[src/rtl/bcd_updown_counter_pkg.sv]
// Shared BCD definitions used by the counter and its digit-step slices.
//   BCD_W           : width of one BCD digit
//   BCD_MAX/BCD_ZERO: the two terminal digit values
//   bcd_digit_valid : 1 when a 4-bit value is a legal BCD digit (0..9)
package bcd_pkg;

  localparam int         BCD_W    = 4;
  localparam logic [3:0] BCD_MAX  = 4'd9;
  localparam logic [3:0] BCD_ZERO = 4'd0;

  function automatic logic bcd_digit_valid(input logic [3:0] digit);
    return (digit <= BCD_MAX);
  endfunction

endpackage

[src/rtl/bcd_updown_counter_if.sv]
// Command/status bundle of the BCD up/down counter.
//   clear, load, load_val, en, up : commands, driven by the master
//   count, tc, load_err           : registered status, driven by the slave
//
// Command semantics: there is no valid/ready handshake. Every command is
// sampled on every rising clk edge and is always accepted in that cycle;
// priority on one edge is clear > load > en, and any lower-priority command
// presented on the same edge is dropped, never deferred. Status outputs
// reflect the result of the previous edge.
interface bcd_updown_counter_if #(
  parameter int DIGITS = 4
) ();
  import bcd_pkg::*;

  logic                      clear;
  logic                      load;
  logic [BCD_W*DIGITS-1:0]   load_val;
  logic                      en;
  logic                      up;
  logic [BCD_W*DIGITS-1:0]   count;
  logic                      tc;
  logic                      load_err;

  modport master (
    output clear, load, load_val, en, up,
    input  count, tc, load_err
  );

  modport slave (
    input  clear, load, load_val, en, up,
    output count, tc, load_err
  );

endinterface

[src/rtl/bcd_digit_step.sv]
// One combinational BCD digit step (increment or decrement).
//   digit_in  : current digit (assumed legal 0..9)
//   cin       : carry (up) or borrow (down) into this digit
//   up        : 1 = increment, 0 = decrement
//   digit_out : stepped digit
//   cout      : carry/borrow out to the next more significant digit
module bcd_digit_step
  import bcd_pkg::*;
(
  input  logic [3:0] digit_in,
  input  logic       cin,
  input  logic       up,
  output logic [3:0] digit_out,
  output logic       cout
);

  always_comb begin
    digit_out = digit_in;
    cout      = 1'b0;
    if (cin) begin
      if (up) begin
        if (digit_in == BCD_MAX) begin
          digit_out = BCD_ZERO;
          cout      = 1'b1;
        end else begin
          digit_out = digit_in + 4'd1;
        end
      end else begin
        if (digit_in == BCD_ZERO) begin
          digit_out = BCD_MAX;
          cout      = 1'b1;
        end else begin
          digit_out = digit_in - 4'd1;
        end
      end
    end
  end

endmodule

[src/rtl/bcd_updown_counter.sv]
// Multi-digit packed-BCD up/down counter with synchronous clear, validated
// parallel load and wrap/saturate terminal behaviour.
//   clk   : system clock, all state on rising edge
//   rst_n : synchronous active-low reset
//   bus   : slave side of bcd_updown_counter_if (commands in, count/tc/load_err out)
// Parameters: DIGITS (1..8) BCD digits; SATURATE 0 = wrap, 1 = hold at 0/max.
module bcd_updown_counter
  import bcd_pkg::*;
#(
  parameter int DIGITS   = 4,
  parameter bit SATURATE = 1'b0
) (
  input  logic                 clk,
  input  logic                 rst_n,
  bcd_updown_counter_if.slave  bus
);

  localparam int W = BCD_W * DIGITS;

  logic [W-1:0]    count_q;
  logic            tc_q;
  logic            err_q;

  logic [W-1:0]    step_val;
  logic [DIGITS:0] chain;
  logic            load_ok;

  logic [W-1:0]    next_count;
  logic            next_tc;
  logic            next_err;

  // Digit 0 always steps; each further digit steps only on carry/borrow.
  assign chain[0] = 1'b1;

  for (genvar g = 0; g < DIGITS; g++) begin : g_digit
    bcd_digit_step u_step (
      .digit_in  (count_q[g*BCD_W +: BCD_W]),
      .cin       (chain[g]),
      .up        (bus.up),
      .digit_out (step_val[g*BCD_W +: BCD_W]),
      .cout      (chain[g+1])
    );
  end

  // A load is accepted only if every digit is legal, so count never holds
  // a non-BCD digit.
  always_comb begin
    load_ok = 1'b1;
    for (int i = 0; i < DIGITS; i++) begin
      if (!bcd_digit_valid(bus.load_val[i*BCD_W +: BCD_W])) load_ok = 1'b0;
    end
  end

  // The carry out of the top digit is exactly the overflow/underflow
  // condition: it only propagates that far when every digit is at its
  // terminal value for the current direction.
  always_comb begin
    next_count = count_q;
    next_tc    = 1'b0;
    next_err   = 1'b0;
    if (bus.clear) begin
      next_count = '0;
    end else if (bus.load) begin
      if (load_ok) next_count = bus.load_val;
      else         next_err   = 1'b1;
    end else if (bus.en) begin
      next_tc = chain[DIGITS];
      if (chain[DIGITS] && SATURATE) next_count = count_q;
      else                           next_count = step_val;
    end
  end

  always_ff @(posedge clk) begin
    if (!rst_n) begin
      count_q <= '0;
      tc_q    <= 1'b0;
      err_q   <= 1'b0;
    end else begin
      count_q <= next_count;
      tc_q    <= next_tc;
      err_q   <= next_err;
    end
  end

  assign bus.count    = count_q;
  assign bus.tc       = tc_q;
  assign bus.load_err = err_q;

endmodule

[src/flat_wrapper.sv]
// flat-port wrapper written by rule: the top's interface ports become plain ports
module bcd_updown_counter_flat import bcd_pkg::*;
#(
  parameter int DIGITS   = 4,
  parameter bit SATURATE = 1'b0
)
  (clk, rst_n, bus_clear, bus_load, bus_load_val, bus_en, bus_up, bus_count, bus_tc, bus_load_err);
  bcd_updown_counter_if #(.DIGITS(DIGITS)) bus_i ();
  input  logic clk;
  input  logic rst_n;
  input wire logic [$bits(bus_i.clear)-1:0] bus_clear;
  input wire logic [$bits(bus_i.load)-1:0] bus_load;
  input wire logic [$bits(bus_i.load_val)-1:0] bus_load_val;
  input wire logic [$bits(bus_i.en)-1:0] bus_en;
  input wire logic [$bits(bus_i.up)-1:0] bus_up;
  output wire logic [$bits(bus_i.count)-1:0] bus_count;
  output wire logic [$bits(bus_i.tc)-1:0] bus_tc;
  output wire logic [$bits(bus_i.load_err)-1:0] bus_load_err;
  assign bus_i.clear = bus_clear;
  assign bus_i.load = bus_load;
  assign bus_i.load_val = bus_load_val;
  assign bus_i.en = bus_en;
  assign bus_i.up = bus_up;
  assign bus_count = bus_i.count;
  assign bus_tc = bus_i.tc;
  assign bus_load_err = bus_i.load_err;
  bcd_updown_counter #(.DIGITS(DIGITS), .SATURATE(SATURATE)) u_core (.clk(clk), .rst_n(rst_n), .bus(bus_i));
endmodule
[config.mk]
export PLATFORM = sky130hd
export DESIGN_NAME = bcd_updown_counter_flat
export DESIGN_NICKNAME = d
export VERILOG_FILES = /design/src/rtl/bcd_updown_counter_pkg.sv /design/src/rtl/bcd_updown_counter_if.sv /design/src/rtl/bcd_digit_step.sv /design/src/rtl/bcd_updown_counter.sv /design/src/flat_wrapper.sv
export SDC_FILE = /design/constraint.sdc
export NUM_CORES = 1
export LEC_CHECK = 0
export ABC_AREA = 1
export CAP_MARGIN = 20
export CORE_AREA = 5 5 63 65
export DETAILED_ROUTE_END_ITERATION = 10
export DIE_AREA = 0 0 68 70
export PLACE_DENSITY = 0.88
export SYNTH_ARGS = -nofsm -noshare
export SYNTH_HDL_FRONTEND = slang
export SYNTH_SLANG_ARGS = --single-unit
[constraint.sdc]
create_clock -name clk -period 1.57 [get_ports clk]
set_clock_uncertainty 0.15 [all_clocks]
set_input_delay 0.314 -clock clk [delete_from_list [all_inputs] [get_ports clk]]
set_output_delay 0.314 -clock clk [all_outputs]
set_load 0.05 [all_outputs]
==> load_flow_metrics.sql <==
INSERT INTO impl_metrics (metric_group, metric, value, unit) VALUES
('outcome', 'run_status', 'finished with violations', ''),
('outcome', 'failed_checks', 'negative setup slack', ''),
('sta', 'timing.final.setup_violations', '5', ''),
('critical_path', 'worstPathRequired', '1.67', 'ns'),
('die', 'core_area', '3280', 'µm²'),
('run', 'drv.max_cap_violation_count', '0', ''),
('critical_path', 'start_kind', 'flip-flop', ''),
('detailed_routing', 'routed_wirelength', '5450', 'µm'),
('detailed_routing', 'drc_errors', '0', ''),
('cts', 'cell_at_the_root_of_the_clock_tree', 'clkbuf_4', ''),
('logic_synthesis', 'avgSynthCellArea', '5.54', 'µm²'),
('pwr', 'p_leak', '0.00123', 'µW'),
('finish', 'most_frequent_standard_cell_in_the_layout_excluding_fill_and_tap_cells', 'nand2_1', ''),
('critical_path', 'crit_fanout', '8', ''),
('logic_synthesis', 'synth.mux.area_fraction', '0', ''),
('die', 'io_pins', '40', ''),
('logic_synthesis', 'yosys_warnings', '0', ''),
('sta', 'finalHoldViolations', '0', ''),
('critical_path', 'timing_worst_setup_path_type', 'reg2reg', ''),
('logic_synthesis', 'synth-edff-count', '0', ''),
('die', 'num_rows', '21', ''),
('logic_synthesis', 'synth-compound-area-share', '0.161', ''),
('global_route', 'initial_antenna_violation_count', '0', ''),
('logic_synthesis', 'asyncSetResetFlopFracSynth', '0', ''),
('sta', 'rsz0062_at_grt', 'yes', ''),
('logic_synthesis', 'main_combinational_cell_family_by_area_after_synthesis', 'simple AND/OR/NAND/NOR gates', ''),
('logic_synthesis', 'synth_fa_ha_area_frac', '0', ''),
('placement', 'place.port_buffers', '39', ''),
('logic_synthesis', 'post_synth_num_cell_types', '27', ''),
('global_route', 'first_global_vias', '1727', ''),
('die', 'die_span_y', '70', 'µm'),
('cts', 'clkSlewWorstSetupHoldPaths', '0.12', 'ns'),
('cts', 'tritoncts.num_buffers', '3', ''),
('detailed_routing', 'wl_per_cell', '13.8', 'µm'),
('global_route', 'grt_max_degree', '16', ''),
('detailed_routing', 'drt-initial-drc-count', '281', ''),
('global_route', 'aggregate_global_route_resource_usage', '0.196', ''),
('sta', 'final_critical_path_setup_slack', '-0.105', 'ns'),
('logic_synthesis', 'netlist_area', '1560', 'µm²'),
('cts', 'clock_tree_from_tritoncts', 'yes', ''),
('cts', 'ctsHtreeMaxLevel', '1', ''),
('global_route', 'grt_overflow', '0', ''),
('sta', 'fmaxAchievable', '0.597', 'GHz'),
('finish', 'layout.cells.most_common_list', 'nand2_1, nor2_1, buf_4, inv_1, nand3_1', ''),
('die', 'die_w', '68', 'µm'),
('detailed_routing', 'vias', '2141', ''),
('placement', 'gp_routability_congestion', '0.925', ''),
('sta', 'drv_slew', '0', ''),
('pwr', 'cellPowerDensity', '521', 'nW/µm²'),
('finish', 'synthToLayoutAreaGrowth', '63.2', '%'),
('logic_synthesis', 'synthSimpleGateAreaFrac', '0.504', ''),
('die', 'floorplan.initialDensity', '0.474', ''),
('finish', 'drive_above_1_share', '0.310', ''),
('detailed_routing', 'number_of_detailed_route_iterations_in_the_first_pass', '7', ''),
('logic_synthesis', 'synthesized_nets', '303', ''),
('finish', 'final_nets', '371', ''),
('cts', 'worstSkewPairLatency', '0.32', 'ns'),
('sta', 'timing_worst_slew_pin_value', '0.301', 'ns'),
('logic_synthesis', 'synthCells', '281', ''),
('sta', 'post-route-period-util', '1.07', ''),
('critical_path', 'cp-end-kind', 'flip-flop', ''),
('global_route', 'grt_pass1_wl', '7360', 'µm'),
('finish', 'final_core_utilization', '0.774', ''),
('critical_path', 'critPathArrivalTime', '1.78', 'ns'),
('die', 'die-area', '4760', 'µm²'),
('cts', 'clock_sink_count', '18', ''),
('worst_hold_path', 'worst_hold_path_class', 'in2reg', ''),
('detailed_routing', 'viasPerCell', '5.43', ''),
('logic_synthesis', 'synth_sequential_area_ratio', '0.231', ''),
('detailed_routing', 'antenna_violating_nets_post_route', '0', ''),
('cts', 'ctsLongestPathBuffers', '2', ''),
('pwr', 'irDropWorstVdd', '0.308', 'mV'),
('logic_synthesis', 'yosys.area_share.xor_xnor', '0.00562', ''),
('logic_synthesis', 'postSynth.topFlopCell', 'dfxtp_1', ''),
('sta', 'slew_headroom', '0.798', ''),
('placement', 'hpwl', '3380', 'µm'),
('logic_synthesis', 'yosys_register_bits', '18', ''),
('finish', 'n_antenna_cell', '0', ''),
('placement', 'detailedPlace.worstSlack', '-0.455', 'ns'),
('sta', 'min_clock_period_post_route', '1.67', 'ns');
## routing by layer
layer | wire length, µm | GRT usage | vias up
met1 | 2100 | 0.255 | 927
met5 | 0 | 0 | -
met2 | 2650 | 0.314 | 144
li1 | - | - | 1040
met4 | 210 | 0.0949 | 0
met3 | 484 | 0.0208 | 30
## timing repair
action | in CTS | in global routing
hold buffers | 0 | 0
pin swaps | 1 | 11
setup buffers | 1 | 8
setup endpoints to repair | 13 | 14
cloned | 0 | 1
gates resized for setup | 7 | 30
## stage by stage
| stage | cell area [µm²] | total power, µW | TNS (ns) | hold slack, ns | cells |
|---|---|---|---|---|---|
| floorplan | 1580 | 758 | 0 | 0.363 | 281 |
| global placement | 2330 | 957 | -5.71 | 0.359 | 380 |
| detailed placement | 2330 | 965 | -6.47 | 0.362 | 380 |
| CTS | 2390 | 1280 | -0.00487 | 0.378 | 385 |
| global route | 2540 | 1370 | -0.823 | 0.271 | 394 |
| finish | 2540 | 1320 | -0.203 | 0.240 | 394 |
## cell usage after synthesis, types with 2 or more instances
cell      count  area, µm²
nand4_1       4       25.0
nand3_2       2       20.0
o21ai_0      22        110
nor2_2        5       31.3
inv_2         4       15.0
nand3_1      21        105
nand2_2       5       31.3
o211ai_1      3       22.5
buf_2         4       20.0
nor2_1       41        154
a21oi_1      15       75.1
and2_1        2       12.5
nor2_4        2       22.5
clkbuf_1      2       7.51
dfxtp_1      18        360
o21ai_1       6       30.0
inv_1        25       93.8
nand2_1      91        342
## worst paths after layout
kind / from / slack [ns] / depth (start not counted) / end
worst max-delay path: u_core.bus.count[1] / -0.10 / 10 / u_core.bus.count[14]
worst max register to register: u_core.bus.count[1] / -0.10 / 10 / u_core.bus.count[14]
worst min register to register: u_core.bus.count[4] / 0.38 / 2 / u_core.bus.count[4]
worst min-delay path: bus_load_val[2] / 0.24 / 5 / u_core.bus.count[2]
## cell families after synthesis
logic type,Yosys count
xor+xnor,1
flops,18
simple gates,176
buf+inv,38
compound gates,48
## report_power, final
part | internal [µW] | switching [µW] | total, µW
logic | 236 | 278 | 514
registers | 469 | 28.3 | 497
clock network | 142 | 172 | 314
## final cells by class
type / count / area (µm²)
multi-input cells: 225 / 1110
repair buffers: 71 / 831
inverters: 30 / 115
flip-flops and latches: 18 / 393
well taps: 46 / 57.6
clock buffers: 4 / 36.3
fillers: 222 / 742
## worst max-delay path: stages, from the launching register on
cell     delay, ns
dfxtp_4       0.39
nor2_4        0.14
nand2_2       0.07
nand2_2       0.08
nand2_2       0.08
nor2_4        0.16
nand3_4       0.15
buf_6         0.16
nand3_2       0.05
nand2_1       0.06
nor2_1        0.11
## registers in the layout (all words and copies together), names as in the netlist
register and flops:
u_core.bus.tc 1, u_core.bus.count 16, u_core.bus.load_err 1
(Power assumes the default switching activity.)
